==> src/rtl/cache_pkg.sv <==
// cache_pkg: shared geometry and FSM encoding for the direct-mapped data cache.
package cache_pkg;
  localparam int TAG_W = 3;
  localparam int IDX_W = 3;
  localparam int OFF_W = 2;
  localparam int BLOCK_W = 32;
  localparam int NUM_BLOCKS = 1 << IDX_W;
  typedef enum logic [1:0] {
    IDLE   = 2'd0,
    MEM_RD = 2'd1,
    MEM_WB = 2'd2,
    UPDATE = 2'd3
  } state_t;
endpackage

==> src/rtl/dcache_line_array.sv <==
// dcache_line_array: per-line data/tag storage plus valid/dirty bits with a byte write port and a block fill port.
module dcache_line_array
  import cache_pkg::*;
(
  input  logic               clk,
  input  logic               rst,
  input  logic [IDX_W-1:0]   i_idx,
  input  logic [OFF_W-1:0]   i_off,
  input  logic               i_byte_we,
  input  logic [7:0]         i_byte,
  input  logic               i_fill_we,
  input  logic [TAG_W-1:0]   i_fill_tag,
  input  logic [BLOCK_W-1:0] i_fill_data,
  output logic [BLOCK_W-1:0] o_data,
  output logic [TAG_W-1:0]   o_tag,
  output logic               o_valid,
  output logic               o_dirty
);
  logic [BLOCK_W-1:0]    r_data [NUM_BLOCKS];
  logic [TAG_W-1:0]      r_tag  [NUM_BLOCKS];
  logic [NUM_BLOCKS-1:0] r_valid;
  logic [NUM_BLOCKS-1:0] r_dirty;
  always_ff @(posedge clk) begin
    if (i_fill_we) begin
      r_data[i_idx] <= i_fill_data;
      r_tag[i_idx]  <= i_fill_tag;
    end else if (i_byte_we) begin
      r_data[i_idx][{i_off, 3'b000} +: 8] <= i_byte;
    end
  end
  // Only the status bits need clearing; stale data/tags are harmless once invalid.
  always_ff @(posedge clk or posedge rst) begin
    if (rst) begin
      r_valid <= '0;
      r_dirty <= '0;
    end else if (i_fill_we) begin
      r_valid[i_idx] <= 1'b1;
      r_dirty[i_idx] <= 1'b0;
    end else if (i_byte_we) begin
      r_dirty[i_idx] <= 1'b1;
    end
  end
  assign o_data  = r_data[i_idx];
  assign o_tag   = r_tag[i_idx];
  assign o_valid = r_valid[i_idx];
  assign o_dirty = r_dirty[i_idx];
endmodule

==> src/rtl/dcache_controller.sv <==
// dcache_controller: direct-mapped write-back byte cache with block fetch/evict FSM toward data memory.
module dcache_controller
  import cache_pkg::*;
(
  input  logic        CLK,
  input  logic        RESET,
  input  logic        READ,
  input  logic        WRITE,
  input  logic [7:0]  ADDRESS,
  input  logic [7:0]  WRITEDATA,
  output logic [7:0]  READDATA,
  output logic        BUSYWAIT,
  output logic        MEM_READ,
  output logic        MEM_WRITE,
  output logic [5:0]  MEM_ADDRESS,
  output logic [31:0] MEM_WRITEDATA,
  input  logic [31:0] MEM_READDATA,
  input  logic        MEM_BUSYWAIT
);
  state_t             r_state;
  logic               r_armed;
  logic [7:0]         r_rd_last;
  logic [TAG_W-1:0]   w_tag;
  logic [IDX_W-1:0]   w_idx;
  logic [OFF_W-1:0]   w_off;
  logic [TAG_W-1:0]   w_line_tag;
  logic [BLOCK_W-1:0] w_line_data;
  logic [7:0]         w_byte;
  logic               w_valid, w_dirty, w_hit, w_miss, w_done, w_idle, w_rd_hit, w_wr_hit;

  assign {w_tag, w_idx, w_off} = ADDRESS;
  assign w_idle   = r_state == IDLE;
  assign w_hit    = w_valid && w_line_tag == w_tag;
  assign w_miss   = (READ || WRITE) && !w_hit;
  assign w_rd_hit = w_idle && READ && w_hit;
  assign w_wr_hit = w_idle && WRITE && w_hit;
  assign w_byte   = w_line_data[{w_off, 3'b000} +: 8];
  // r_armed skips the first cycle of a request so a stale MEM_BUSYWAIT low is never taken as done.
  assign w_done   = r_armed && !MEM_BUSYWAIT;
  assign BUSYWAIT = !RESET && (!w_idle || w_miss);
  assign READDATA = w_rd_hit ? w_byte : r_rd_last;

  dcache_line_array u_lines (
    .clk        (CLK),
    .rst        (RESET),
    .i_idx      (w_idx),
    .i_off      (w_off),
    .i_byte_we  (w_wr_hit),
    .i_byte     (WRITEDATA),
    .i_fill_we  (r_state == UPDATE),
    .i_fill_tag (w_tag),
    .i_fill_data(MEM_READDATA),
    .o_data     (w_line_data),
    .o_tag      (w_line_tag),
    .o_valid    (w_valid),
    .o_dirty    (w_dirty)
  );

  always_ff @(posedge CLK or posedge RESET) begin
    if (RESET) begin
      r_state       <= IDLE;
      r_armed       <= 1'b0;
      r_rd_last     <= '0;
      MEM_READ      <= 1'b0;
      MEM_WRITE     <= 1'b0;
      MEM_ADDRESS   <= '0;
      MEM_WRITEDATA <= '0;
    end else begin
      r_armed <= 1'b0;
      if (w_rd_hit) r_rd_last <= w_byte;
      case (r_state)
        IDLE: if (w_miss) begin
          r_state     <= w_dirty ? MEM_WB : MEM_RD;
          MEM_WRITE   <= w_dirty;
          MEM_READ    <= !w_dirty;
          MEM_ADDRESS <= w_dirty ? {w_line_tag, w_idx} : ADDRESS[7:2];
          if (w_dirty) MEM_WRITEDATA <= w_line_data;
        end
        MEM_WB: if (w_done) begin
          r_state     <= MEM_RD;
          MEM_WRITE   <= 1'b0;
          MEM_READ    <= 1'b1;
          MEM_ADDRESS <= ADDRESS[7:2];
        end else r_armed <= 1'b1;
        MEM_RD: if (w_done) begin
          r_state  <= UPDATE;
          MEM_READ <= 1'b0;
        end else r_armed <= 1'b1;
        default: r_state <= IDLE;
      endcase
    end
  end
endmodule

==> config.mk <==
export PLATFORM = sky130hd
export DESIGN_NAME = dcache_controller
export DESIGN_NICKNAME = d
export VERILOG_FILES = /design/src/rtl/cache_pkg.sv /design/src/rtl/dcache_line_array.sv /design/src/rtl/dcache_controller.sv
export SDC_FILE = /design/constraint.sdc
export NUM_CORES = 1
export LEC_CHECK = 0
export BUFFER_PORTS_ARGS = -buffer_cell sky130_fd_sc_hd__buf_2
export CAP_MARGIN = 20
export CORE_MARGIN = 2
export CORE_UTILIZATION = 30
export CTS_CLUSTER_SIZE = 16
export DETAILED_ROUTE_END_ITERATION = 6
export GPL_TIMING_DRIVEN = 1
export PLACE_DENSITY = 0.57
export SETUP_SLACK_MARGIN = 0.1
export SLEW_MARGIN = 25
export SYNTH_ARGS = -nofsm -noshare
export SYNTH_HDL_FRONTEND = slang
export SYNTH_SLANG_ARGS = --single-unit
==> constraint.sdc <==
create_clock -name CLK -period 7.45 [get_ports CLK]
set_clock_uncertainty 0.2 [all_clocks]
set_input_delay 0.745 -clock CLK [delete_from_list [all_inputs] [get_ports CLK]]
set_output_delay 0.745 -clock CLK [all_outputs]
set_load 0.01 [all_outputs]
==> results of run 1 <==
-- critical path, cell delays in order --
cell and delay (ns):
buf_4 0.63, inv_1 0.69, nor3_1 0.97, a22oi_1 0.19, o21ai_0 0.32, mux4_2 0.37
mux2_2 0.15, buf_2 0.12
-- sequential cells by signal, indices dropped and copies added, names as in the netlist, named ones only --
name / count
MEM_ADDRESS: 6
MEM_READ: 1
MEM_WRITE: 1
MEM_WRITEDATA: 32
r_armed: 1
r_rd_last: 8
r_state: 2
u_lines.r_data: 256
u_lines.r_tag: 24
u_lines.r_valid: 8
-- power groups by stage --
stage	sequential (W)	clock, W	combinational [W]
after floorplan	0.00252	0	0.000568
after global placement	0.00249	0	0.000958
after detailed placement	0.00250	0	0.000968
after CTS	0.00246	0.00187	0.000972
after global routing	0.00248	0.00194	0.00105
final	0.00246	0.00185	0.000965
-- placed cells by master (no fill, tap or decap), drive strengths merged, types with 11 or more instances in the layout --
cell    instances
a221oi         21
a22oi          16
and2           11
buf           118
clkbuf         52
clkinv         11
dfrtp          67
edfxtp        280
inv            56
mux2           71
mux2i          68
mux4           34
nand2          70
nor2           19
o21a           33
o21ai          15
o22ai          16
-- through the flow --
stage / power (W) / hold WS, ns / area (um^2)
6_report: 0.00527 / 0.0183 / 17300
3_5_place_dp: 0.00346 / 0.250 / 16100
5_1_grt: 0.00548 / 0.0488 / 17300
4_1_cts: 0.00530 / 0.0223 / 17300
2_1_floorplan: 0.00309 / 0.226 / 14900
3_3_place_gp: 0.00345 / 0.245 / 16100
-- logic make-up (layout without fill, tap and decap cells) --
family	after synthesis	after routing	share of synthesized area
AND/OR/NAND/NOR	152	152	0.0539
AO/OA/AOI/OAI	149	149	0.0756
other	0	1	0
flip-flops	347	347	0.678
adder cells (fa/ha/maj)	10	10	0.00842
buffers and inverters	108	241	0.0326
multiplexers	173	173	0.151
-- per-layer routing --
metal / wire length [um] / share of wire / GRT usage
met5: 0 / 0 / 0
met4: 696 / 0.017 / 0.0348
met3: 3470 / 0.083 / 0.0415
met2: 19100 / 0.46 / 0.260
met1: 18400 / 0.44 / 0.227
-- how the worst max path moves through the flow --
stage	startpoint	to	slack, ns	cells after the start
final	ADDRESS[2]	READDATA[0]	2.24	8
after global routing	ADDRESS[2]	READDATA[0]	2.11	8
after CTS	ADDRESS[2]	READDATA[0]	2.27	8
after detailed placement	ADDRESS[2]	READDATA[0]	2.27	8
after global placement	ADDRESS[3]	READDATA[4]	2.23	8
after floorplan	ADDRESS[2]	READDATA[2]	3.50	8
-- cell type report --
type	count	area, um^2
Fill cell	4675	31700
Sequential cell	347	10100
Multi-Input combinational cell	484	4320
Clock buffer	52	1050
Tap cell	664	831
Timing Repair Buffer	118	641
Inverter	55	206
Clock inverter	16	156
Antenna cell	1	2.50
-- Yosys cell counts (10+ instances only) --
master / instances / area share
a21oi_1: 10 / 0.0034
nor2_1: 19 / 0.0048
and2_1: 10 / 0.0042
nand2_1: 70 / 0.018
mux2i_1: 68 / 0.046
buf_2: 12 / 0.0040
mux2_2: 71 / 0.054
a221oi_1: 21 / 0.012
clkbuf_1: 26 / 0.0066
dfrtp_1: 67 / 0.11
inv_1: 55 / 0.014
o22ai_1: 16 / 0.0067
ha_1: 10 / 0.0084
o21a_1: 33 / 0.017
a22oi_1: 16 / 0.0081
mux4_2: 34 / 0.052
edfxtp_1: 280 / 0.57
o21ai_0: 15 / 0.0051
==> metrics.cfg, run 1 <==
[place]
io_buffers = 101
placedCellCount = 1668
pre_cts_slack_ns = 2.27
dpl.hpwl_um = 28500
gp_congestion = 0.822

[floorplan]
start_util = 0.304
core_area_um2 = 49000
dieArea_um2 = 51300
rows = 81
ioPinCount = 102
die_h_um = 227
die_width_um = 227

[grt]
grt_overflow = 0
grt_pass1_wl_um = 60800
grt_use_total = 0.164
antenna_found_initial = 1
grt_max_degree = 57
grt_pass1_vias = 8853

[final_layout]
area_delta_synth_final_pct = 16.3
drive_gt1_frac = 0.280
stdcell_count = 1737
fin_nets = 1107
utilization = 0.353

[logic_synthesis]
ys_warn_count = 0
yosys_register_bits = 347
synth_seq_area_share = 0.678
synthCells = 939
synth_nets = 1002
synth_edf_count = 280
synth_cell_types = 45
ys_async_sr_fraction = 0.193
syn_avg_cell_area_um2 = 15.8
syn-cell-area_um2 = 14900
yosys_most_used_dff = edfxtp_1

[worst_setup_path]
worstPathMaxFanout = 51
rrSetupSlack_ns = 4.03
path_class = in -> out
arrival_ns = 4.27
reg2reg_depth = 7
cp.required_ns = 6.50
end_kind = output port
rr_startpoint = u_lines.r_tag[3][1]
crit_path_start_kind = input port
r2r_end = u_lines.r_data[4][0]

[routing]
first_iter_violations = 889
drtAntennaViolNets = 0
drtPass1Iterations = 7
viasPerCell = 5.05
vias = 8765
drcViolationCount = 0
wl_um = 41700
wl_per_cell_um = 24.0

[timing]
fin_crit_ns = 5.21
grt_setup_unrepaired = false
timing.final.crit_share = 0.700
max_freq_ghz = 0.192
fin_ws_ns = 2.24
setup-violations-final = 0
finalSetupTns_ns = 0
worstMarginPinSlew_ns = 0.991
hold_viol_final = 0
max_slew_margin = 0.334
drv_slew = 0

[power]
comb_power_share = 0.183
vdd_drop_max_uv = 142
leakagePower_nw = 6.17
p_seq_frac = 0.466
switchingPower_w = 0.00141
clkPwrFrac = 0.351
powerDensity_nw_per_um2 = 305
p_int_w = 0.00386
swShare = 0.268

[cts]
cts_resized = 0
cts_setup_buffers = 0
cts_made_buffers = 38
clkTransAtPathRegs_ns = 0.07
clkLatencyLatePin_ns = 0.53
htreeDepth = 2
hold_buffers = 0
cts-root-buf = clkbuf_16
cts_tree = built
clock_sinks = 347
ctsLongestPathBuffers = 3

[job]
max_cap_viol_count = 0

[hold_path]
hold_class = in -> async

[outcome]
status = complete, no violations

Note: power is estimated with default switching activity, not from simulation.
==> run 2: changes to the inputs <==
Clock period 7.45 ns to 4.8 ns, I/O delays scaled along.
==> run 2 against run 1 <==
Against the previous run: critical path depth rose by 2; routed wire length fell by 0.11%; design area rose by 1.1%; sequential cell count did not move; via count barely moved; register-to-register slack got worse by 2.6 ns.
==> metrics.cfg, run 2 (synthesis results as in run 1) <==
[routing]
wl_per_cell_um = 23.7
drtAntennaViolNets = 0
drtPass1Iterations = 7
wl_um = 41700
top_layer_used = met4
drt-met1-wl_um = 19100
viasPerCell = 4.99
wl_met3_um = 2870
drcViolationCount = 0
vias = 8770
met2_length_um = 18800
first_iter_violations = 783

[place]
gp_congestion = 0.825
place_area_um2 = 16200
dpl.hpwl_um = 29000
io_buffers = 101

[worst_setup_path]
r2r_end = u_lines.r_data[2][17]
crit_path_cell_trace = buf_4 > buf_4 > nor2b_1 > buf_4 > a22oi_1 > o22ai_1 > a221o_1 > mux4_2 > mux2_2 > buf_2
reg2reg_depth = 7
cp-endpoint = READDATA[3]
cpMostUsedCell = buf_4
path_delay_family = buffers and inverters
cp.required_ns = 4.12
arrival_ns = 3.52
slowest_delay_ns = 0.48
rr_startpoint = u_lines.r_tag[7][1]
critical_path_cell_count = 10
rrSetupSlack_ns = 1.44
path_class = in -> out
end_kind = output port
cp_slowest_cell = mux4_2
startpoint = ADDRESS[3]
cp_num_buf_inv = 4
worstPathMaxFanout = 31
crit_path_start_kind = input port

[floorplan]
core_area_um2 = 49000
die_h_um = 227
rows = 81
ioPinCount = 102
dieArea_um2 = 51300
die_width_um = 227
start_util = 0.304

[power]
leakagePower_nw = 6.29
powerDensity_nw_per_um2 = 470
vdd_drop_max_uv = 218

[final_layout]
design_area_um2 = 17500
utilization = 0.357
largest_register_ffs = 256
largest-register = u_lines.r_data
reg_top3 = u_lines.r_data x256, MEM_WRITEDATA x32, u_lines.r_tag x24
fill_cells = 4625
final_cell_mix = edfxtp_1, buf_2, mux2_2, nand2_1, mux2i_1
area_delta_synth_final_pct = 17.6
fin_nets = 1128
final_common_cell = edfxtp_1
drive_gt1_frac = 0.297

[grt]
grt_overflow = 0
grt_pass1_vias = 8899
grt_max_degree = 45
grt_pass1_wl_um = 61100
grt_use_total = 0.164
antenna_found_initial = 1

[cts]
htreeDepth = 2
clock_sinks = 347
clkTransAtPathRegs_ns = 0.06
cts_tree = built
cts-root-buf = clkbuf_16
cts_made_buffers = 38
ctsLongestPathBuffers = 3
cts_setup_buffers = 0
clkLatencyLatePin_ns = 0.52

[timing]
grt_setup_unrepaired = false
worstMarginPinSlew_ns = 1.05
max_slew_margin = 0.297
setup-violations-final = 0
max_freq_ghz = 0.238
fin_crit_ns = 4.20
finalSetupTns_ns = 0
timing.final.crit_share = 0.875
drv_slew = 0
hold_viol_final = 0

[hold_path]
hold_class = in -> reg

[outcome]
status = complete, no violations

[job]
max_cap_viol_count = 0

==> run 2: cell count changes in the layout (fill, tap and decap cells not counted), sizes merged <==
cell,change
buf,+20
dlygate4sd3,+1
clkinv,+2
inv,-2
clkbuf,-3
clkinvlp,+1
==> run 2: stage by stage <==
stage	setup WS, ns	hold slack, ns	std cells	power [W]
3_3_place_gp	0.522	0.251	1688	0.00536
4_1_cts	0.621	0.0296	1754	0.00829
6_report	0.602	0.109	1756	0.00822
2_1_floorplan	1.38	0.226	939	0.00479
5_1_grt	0.504	0.108	1755	0.00857
3_5_place_dp	0.598	0.256	1688	0.00540
==> run 2: cell type report <==
cell class                 count  area, um^2  share of cell area
multi-input combinational    484        4310               0.247
tap                          664         831              0.0475
clock buffer                  49        1080              0.0616
sequential                   347       10100               0.577
inverter                      55         208              0.0119
timing repair buffer         139         801              0.0458
antenna                        1        2.50            0.000143
clock inverter                17         164             0.00938
==> run 2: power breakdown <==
group	total, W	internal, W	switching (W)
Sequential	0.00381	0.00365	0.000161
Clock	0.00290	0.00174	0.00116
Combinational	0.00151	0.000651	0.000863
==> run 2: timing repair <==
action                                  in CTS  in global routing
hold buffers                                 0                  1
resized for setup                            0                  0
endpoints found under the setup margin       0                  0
endpoints found under the hold margin        0                 43
==> run 2: how the worst min path moves through the flow <==
stage | startpoint | to | slack [ns] | cells past startpoint
final | ADDRESS[6] | u_lines.r_tag[2][1] | 0.11 | 1
after global routing | ADDRESS[5] | u_lines.r_tag[4][0] | 0.11 | 1
after CTS | RESET | MEM_WRITEDATA[11] | 0.03 | 2
after detailed placement | u_lines.r_valid[7] | u_lines.r_valid[7] | 0.26 | 1
after global placement | u_lines.r_valid[7] | u_lines.r_valid[7] | 0.25 | 1
after floorplan | u_lines.r_valid[7] | u_lines.r_valid[7] | 0.23 | 1
==> run 2: per-layer routing <==
metal,global-route usage,vias up
met3,0.0325,55
met1,0.237,4512
li1,-,3867
met4,0.0420,0
met2,0.253,336
met5,0,-
